$ cat src/rtl/ifft_ctrl_pkg.sv
// Shared constants, stage-offset helper and types for the SDF IFFT frame sequencer.
package ifft_ctrl_pkg;

  localparam int unsigned NFFT    = 64;
  localparam int unsigned NSTAGES = 6;

  // Enabled-cycle offset of stage s (1-based): each earlier stage adds
  // its feedback buffer depth plus the multiplier and output registers.
  function automatic int unsigned stage_offset(input int unsigned s,
                                               input int unsigned nfft = NFFT);
    int unsigned off;
    off = 0;
    for (int unsigned i = 1; i < s; i++) begin
      off += (nfft >> i) + 2;
    end
    return off;
  endfunction

  localparam int unsigned TOTAL_LAT = stage_offset(NSTAGES + 1);

  typedef enum logic [1:0] {
    IDLE  = 2'd0,
    RUN   = 2'd1,
    FLUSH = 2'd2
  } state_t;

  typedef struct packed {
    logic valid;
    logic sof;
  } token_t;

endpackage

$ cat src/rtl/ifft_sdf_sequencer_token_delay_line.sv
// Enabled shift register of {valid, sof} tokens mirroring the datapath latency,
// with a start-of-frame tap at the entry offset of every stage.
module token_delay_line
  import ifft_ctrl_pkg::*;
#(
  parameter int unsigned LEN   = NFFT,
  parameter int unsigned NTAPS = NSTAGES,
  parameter int unsigned DEPTH = stage_offset(NTAPS + 1, LEN)
) (
  input  logic             clk,
  input  logic             rst,
  input  logic             en,
  input  token_t           tok_in,
  output token_t           tok_exit,
  output logic [NTAPS-1:0] tap_sof,
  output logic             any_valid
);

  token_t sr [DEPTH];

  always_ff @(posedge clk or posedge rst) begin
    if (rst) begin
      for (int unsigned i = 0; i < DEPTH; i++) begin
        sr[i] <= '0;
      end
    end else if (en) begin
      sr[0] <= tok_in;
      for (int unsigned i = 1; i < DEPTH; i++) begin
        sr[i] <= sr[i-1];
      end
    end
  end

  assign tok_exit = sr[DEPTH-1];

  always_comb begin
    any_valid = 1'b0;
    for (int unsigned i = 0; i < DEPTH; i++) begin
      any_valid = any_valid | sr[i].valid;
    end
  end

  // Offset 0 is the token entering this cycle; offset d>0 sits in sr[d-1].
  for (genvar s = 0; s < NTAPS; s++) begin : g_tap
    localparam int unsigned OFF = stage_offset(s + 1, LEN);
    if (OFF == 0) begin : g_entry
      assign tap_sof[s] = tok_in.sof;
    end else begin : g_reg
      assign tap_sof[s] = sr[OFF-1].sof;
    end
  end

endmodule

$ cat src/rtl/ifft_sdf_sequencer.sv
// Frame sequencer for the SDF IFFT: handshake, global pipeline enable, per-stage
// start pulses, output framing and zero-padded flush/drain.
module ifft_sdf_sequencer
  import ifft_ctrl_pkg::*;
#(
  parameter int unsigned NFFT    = ifft_ctrl_pkg::NFFT,
  parameter int unsigned NSTAGES = ifft_ctrl_pkg::NSTAGES,
  parameter int unsigned FCNT_W  = 16
) (
  input  logic               clk,
  input  logic               rst,
  input  logic               in_valid,
  output logic               in_ready,
  input  logic               flush_req,
  output logic               pipe_en,
  output logic               zero_fill,
  output logic [NSTAGES-1:0] stage_start,
  output logic               out_valid,
  output logic               out_sof,
  output logic               out_eof,
  output logic [FCNT_W-1:0]  out_frame_cnt,
  output logic               busy,
  output logic               flush_done
);

  localparam int unsigned IDX_W = $clog2(NFFT);

  state_t             state, state_nx;
  logic [IDX_W-1:0]   in_idx, out_idx;
  token_t             tok_in, tok_exit;
  logic [NSTAGES-1:0] tap_sof;
  logic               any_valid;
  logic               accepted;

  token_delay_line #(
    .LEN   (NFFT),
    .NTAPS (NSTAGES)
  ) u_tdl (
    .clk       (clk),
    .rst       (rst),
    .en        (pipe_en),
    .tok_in    (tok_in),
    .tok_exit  (tok_exit),
    .tap_sof   (tap_sof),
    .any_valid (any_valid)
  );

  assign accepted = in_valid & in_ready;

  always_comb begin
    state_nx   = state;
    pipe_en    = 1'b0;
    zero_fill  = 1'b0;
    flush_done = 1'b0;
    tok_in     = '0;
    unique case (state)
      IDLE: begin
        if (accepted) begin
          pipe_en      = 1'b1;
          tok_in.valid = 1'b1;
          tok_in.sof   = (in_idx == '0);
          state_nx     = RUN;
        end
      end
      RUN: begin
        // A flush request wins over a beat offered in the same cycle.
        if (flush_req) begin
          state_nx = FLUSH;
        end else if (accepted) begin
          pipe_en      = 1'b1;
          tok_in.valid = 1'b1;
          tok_in.sof   = (in_idx == '0);
        end
      end
      FLUSH: begin
        pipe_en      = 1'b1;
        zero_fill    = 1'b1;
        tok_in.valid = (in_idx != '0);
        if ((in_idx == '0) && !any_valid) begin
          state_nx   = IDLE;
          flush_done = 1'b1;
        end
      end
      default: state_nx = IDLE;
    endcase
  end

  assign out_valid   = pipe_en & tok_exit.valid;
  assign out_sof     = out_valid & tok_exit.sof;
  assign out_eof     = out_valid & (out_idx == IDX_W'(NFFT - 1));
  assign stage_start = tap_sof & {NSTAGES{pipe_en}};
  assign busy        = (state != IDLE);

  always_ff @(posedge clk or posedge rst) begin
    if (rst) begin
      state         <= IDLE;
      in_ready      <= 1'b0;
      in_idx        <= '0;
      out_idx       <= '0;
      out_frame_cnt <= '0;
    end else begin
      state    <= state_nx;
      in_ready <= (state_nx != FLUSH);
      if (pipe_en && tok_in.valid) begin
        in_idx <= in_idx + IDX_W'(1);
      end
      if (out_valid) begin
        out_idx <= out_idx + IDX_W'(1);
      end
      if (out_eof) begin
        out_frame_cnt <= out_frame_cnt + FCNT_W'(1);
      end
    end
  end

endmodule

$ cat config.mk
export PLATFORM = sky130hd
export DESIGN_NAME = ifft_sdf_sequencer
export DESIGN_NICKNAME = d
export VERILOG_FILES = /design/src/rtl/ifft_ctrl_pkg.sv /design/src/rtl/ifft_sdf_sequencer_token_delay_line.sv /design/src/rtl/ifft_sdf_sequencer.sv
export SDC_FILE = /design/constraint.sdc
export NUM_CORES = 1
export LEC_CHECK = 0
export ABC_AREA = 1
export CAP_MARGIN = 30
export CORE_ASPECT_RATIO = 0.5
export CORE_MARGIN = 8
export CORE_UTILIZATION = 53
export DETAILED_ROUTE_END_ITERATION = 8
export GPL_TIMING_DRIVEN = 0
export PLACE_DENSITY = 0.81
export SKIP_LAST_GASP = 1
export SLEW_MARGIN = 0
export SYNTH_ARGS = -nofsm -noshare
export SYNTH_HDL_FRONTEND = slang
export SYNTH_SLANG_ARGS = --single-unit
$ cat constraint.sdc
create_clock -name clk -period 5.1 [get_ports clk]
set_clock_uncertainty 0.1 [all_clocks]
set_input_delay 0.51 -clock clk [delete_from_list [all_inputs] [get_ports clk]]
set_output_delay 0.51 -clock clk [all_outputs]
set_load 0.02 [all_outputs]
==> results.toml <==
[clock_network]
cts_resized = 0
numCtsBuffers = 17
htreeDepth = 4
clk_pin_slew_ns = 0.07
cts_setup_buffers = 0
ctsRootBufferMaster = "clkbuf_16"
clock_latency_ns = 0.42
cts.sink_count = 181
cts_tree = "built"
holdBufCountCts = 0
ctsLongestPathBuffers = 2

[power_and_ir_drop]
seqPwrFrac_pct = 41.8
p_per_area_nw_per_um2 = 569
power_leakage_nw = 4.01
p_comb_share_pct = 31.2
p_sw_share_pct = 37.4
ir_drop_v = 0.000340
switchingPower_w = 0.00186
p_int_w = 0.00312
clkPwrFrac_pct = 27.0

[logic_synthesis]
netlist_top_cells_count = "226 x nand2_1, 181 x dfrtp_1, 146 x o21ai_0, 100 x inv_1, 76 x nor2_1"
syn_area_um2 = 7480
synthCells = 832
netlist_top_cells_area = "dfrtp_1 61%, nand2_1 11%, o21ai_0 9.8%, inv_1 5.0%, nor2_1 3.8%"
synthDistinctLibCells = 27
synth-seq-cells = 181
yosysWarningCount = 0
syn_area_per_cell_um2 = 8.99
synthesis.nets = 840
yosysMostFrequentCell = "nand2_1"
synth_ff_type = "dfrtp_1"
ys_seq_area_share_pct = 60.6
synth_area_leader_cell = "dfrtp_1"
synth_top_area_share_pct = 60.6
async_flop_share_pct = 100
synth-edff-count = 0

[critical_path]
crit_fanout = 10
r2r-end = "u_tdl.sr[15]$_DFFE_PP0P_"
setup.worst_path.end = "pipe_en"
r2r_cells = 7
startpoint = "flush_req"
crit_arrival_ns = 2.49
end_kind = "output port"
worstPathRequired_ns = 4.49
start_kind = "input pin"
r2r_setup_slack_ns = 3.28
crit_type = "in -> out"
r2r_start = "state[1]$_DFF_PP0_"

[drt]
dr.first_iter.drc_count = 560
top_layer = "met4"
ant_nets = 0
drcViolationCount = 0
viasPerCell = 5.21
post_drt_wl_per_cell_um = 14.6
met2WireLength_mm = 7.75
wl_met1_mm = 7.02
firstDrtPassIters = 5
vias = 5695
route.met3.wl_um = 862
routed_wl_mm = 16.0

[finish]
fillers = 1048
nets = 896
n_antenna_cell = 0
drive_above_1_share_pct = 7.10
syn_to_final_growth_pct = 17.0
final_util_pct = 64.0
design_area_um2 = 8750

[placement]
placed_cell_area_um2 = 8130
dp_slack_ns = 2.00
dp_hpwl_mm = 10.5
place.gp.congestion = 0.878
numPortBuffers = 33

[grt]
grt_start_max_net_pins = 43
grt_use_total_pct = 18.4
first_global_vias = 5698
overflow = 0
grt_first_pass_wirelength_mm = 27.5
antenna_found_initial = 0

[die]
coreArea_um2 = 13700
dieArea_um2 = 18400
io_pins = 34
start_util_pct = 54.7
placementRows = 30
fp.dieH_um = 100
die_w_um = 184

[sta]
period_needed_ns = 3.10
setup_viol = 0
slew_viol_final = 0
tightest_slew_ns = 0.735
min_period_over_period_pct = 60.7
setup_tns_ns = 0
fmax_mhz = 323
whs_ns = 0.379
finalWorstSetupSlack_ns = 2.00
rsz0062_at_grt = "no"
hold_viol = 0
slew_headroom_pct = 50.9

[worst_hold_path]
min_path_type = "reg -> reg"

[run_status]
status = "completed"

[flow_run]
timing.max_cap.violations = 0
worst min path at each step:
stage,slack [ns],start,cells past startpoint,to
final,0.38,out_idx[5]$_DFFE_PP0P_,1,out_idx[5]$_DFFE_PP0P_
after global routing,0.40,out_idx[5]$_DFFE_PP0P_,1,out_idx[5]$_DFFE_PP0P_
after CTS,0.38,u_tdl.sr[62]$_DFFE_PP0P_,2,u_tdl.sr[60]$_DFFE_PP0P_
after detailed placement,0.36,u_tdl.sr[62]$_DFFE_PP0P_,2,u_tdl.sr[60]$_DFFE_PP0P_
after global placement,0.36,out_idx[5]$_DFFE_PP0P_,1,out_idx[5]$_DFFE_PP0P_
after floorplan,0.34,out_idx[5]$_DFFE_PP0P_,1,out_idx[5]$_DFFE_PP0P_
final cells by class:
class                   count  area [µm²]  area share (%)
plain buffers              33         171            1.96
clock buffers              22         494            5.65
clock inverters            10         121            1.39
inverters                 103         393            4.49
multi-input cells         515        2390            27.3
flip-flops and latches    181        4530            51.8
well taps                 192         240            2.75
repair buffers             37         410            4.69
logic make-up after synthesis:
logic type	share of synthesized area, %
fa+ha+maj	0.669
flops	60.6
simple gates	17.8
buf+inv	7.50
xor+xnor	2.69
compound gates	10.8
critical path: stages:
cell	delay (ns)
clkdlybuf4s50_1	0.46
o21ai_2	0.18
nand2_4	0.12
inv_2	0.19
buf_2	0.35
clkdlybuf4s50_1	0.67
cells in the final DEF (no fill, tap or decap), drive strengths merged, types with 2 or more instances in the layout:
master           n
clkdlybuf4s50   33
ha               4
inv            102
nand3           12
clkbuf          40
bufinv           2
dfrtp          181
nor2            77
o21bai           5
xor2            12
clkinv           4
buf             19
nand2          232
xnor2           11
clkinvlp         5
o21ai          148
nand4            3
nor3             6
o22ai            2
layer usage:
metal	global-route usage, %	vias up
met5	0	-
met4	7.89	0
met3	3.60	27
met2	30.2	163
met1	23.8	2793
li1	-	2712
power by group through the flow:
stage,Combinational (W),Sequential (W),Clock (W)
after floorplan,0.00106,0.00204,0
after global placement,0.00146,0.00208,0
after detailed placement,0.00153,0.00209,0
after CTS,0.00156,0.00208,0.00135
after global routing,0.00176,0.00213,0.00142
final,0.00155,0.00208,0.00134
state kept, by name (all words and copies together), names as in the netlist:
register / count
u_tdl.tok_exit: 2
out_frame_cnt: 16
in_ready: 1
in_idx: 6
state: 2
u_tdl.sr: 143
out_idx: 6
u_tdl.tap_sof: 5
metrics by stage:
stage,std cells,total power (W)
5_1_grt,1093,0.00531
3_3_place_gp,1057,0.00354
2_1_floorplan,832,0.00311
3_5_place_dp,1061,0.00362
6_report,1093,0.00498
4_1_cts,1093,0.00499
Power figures use the tool's default switching activity.
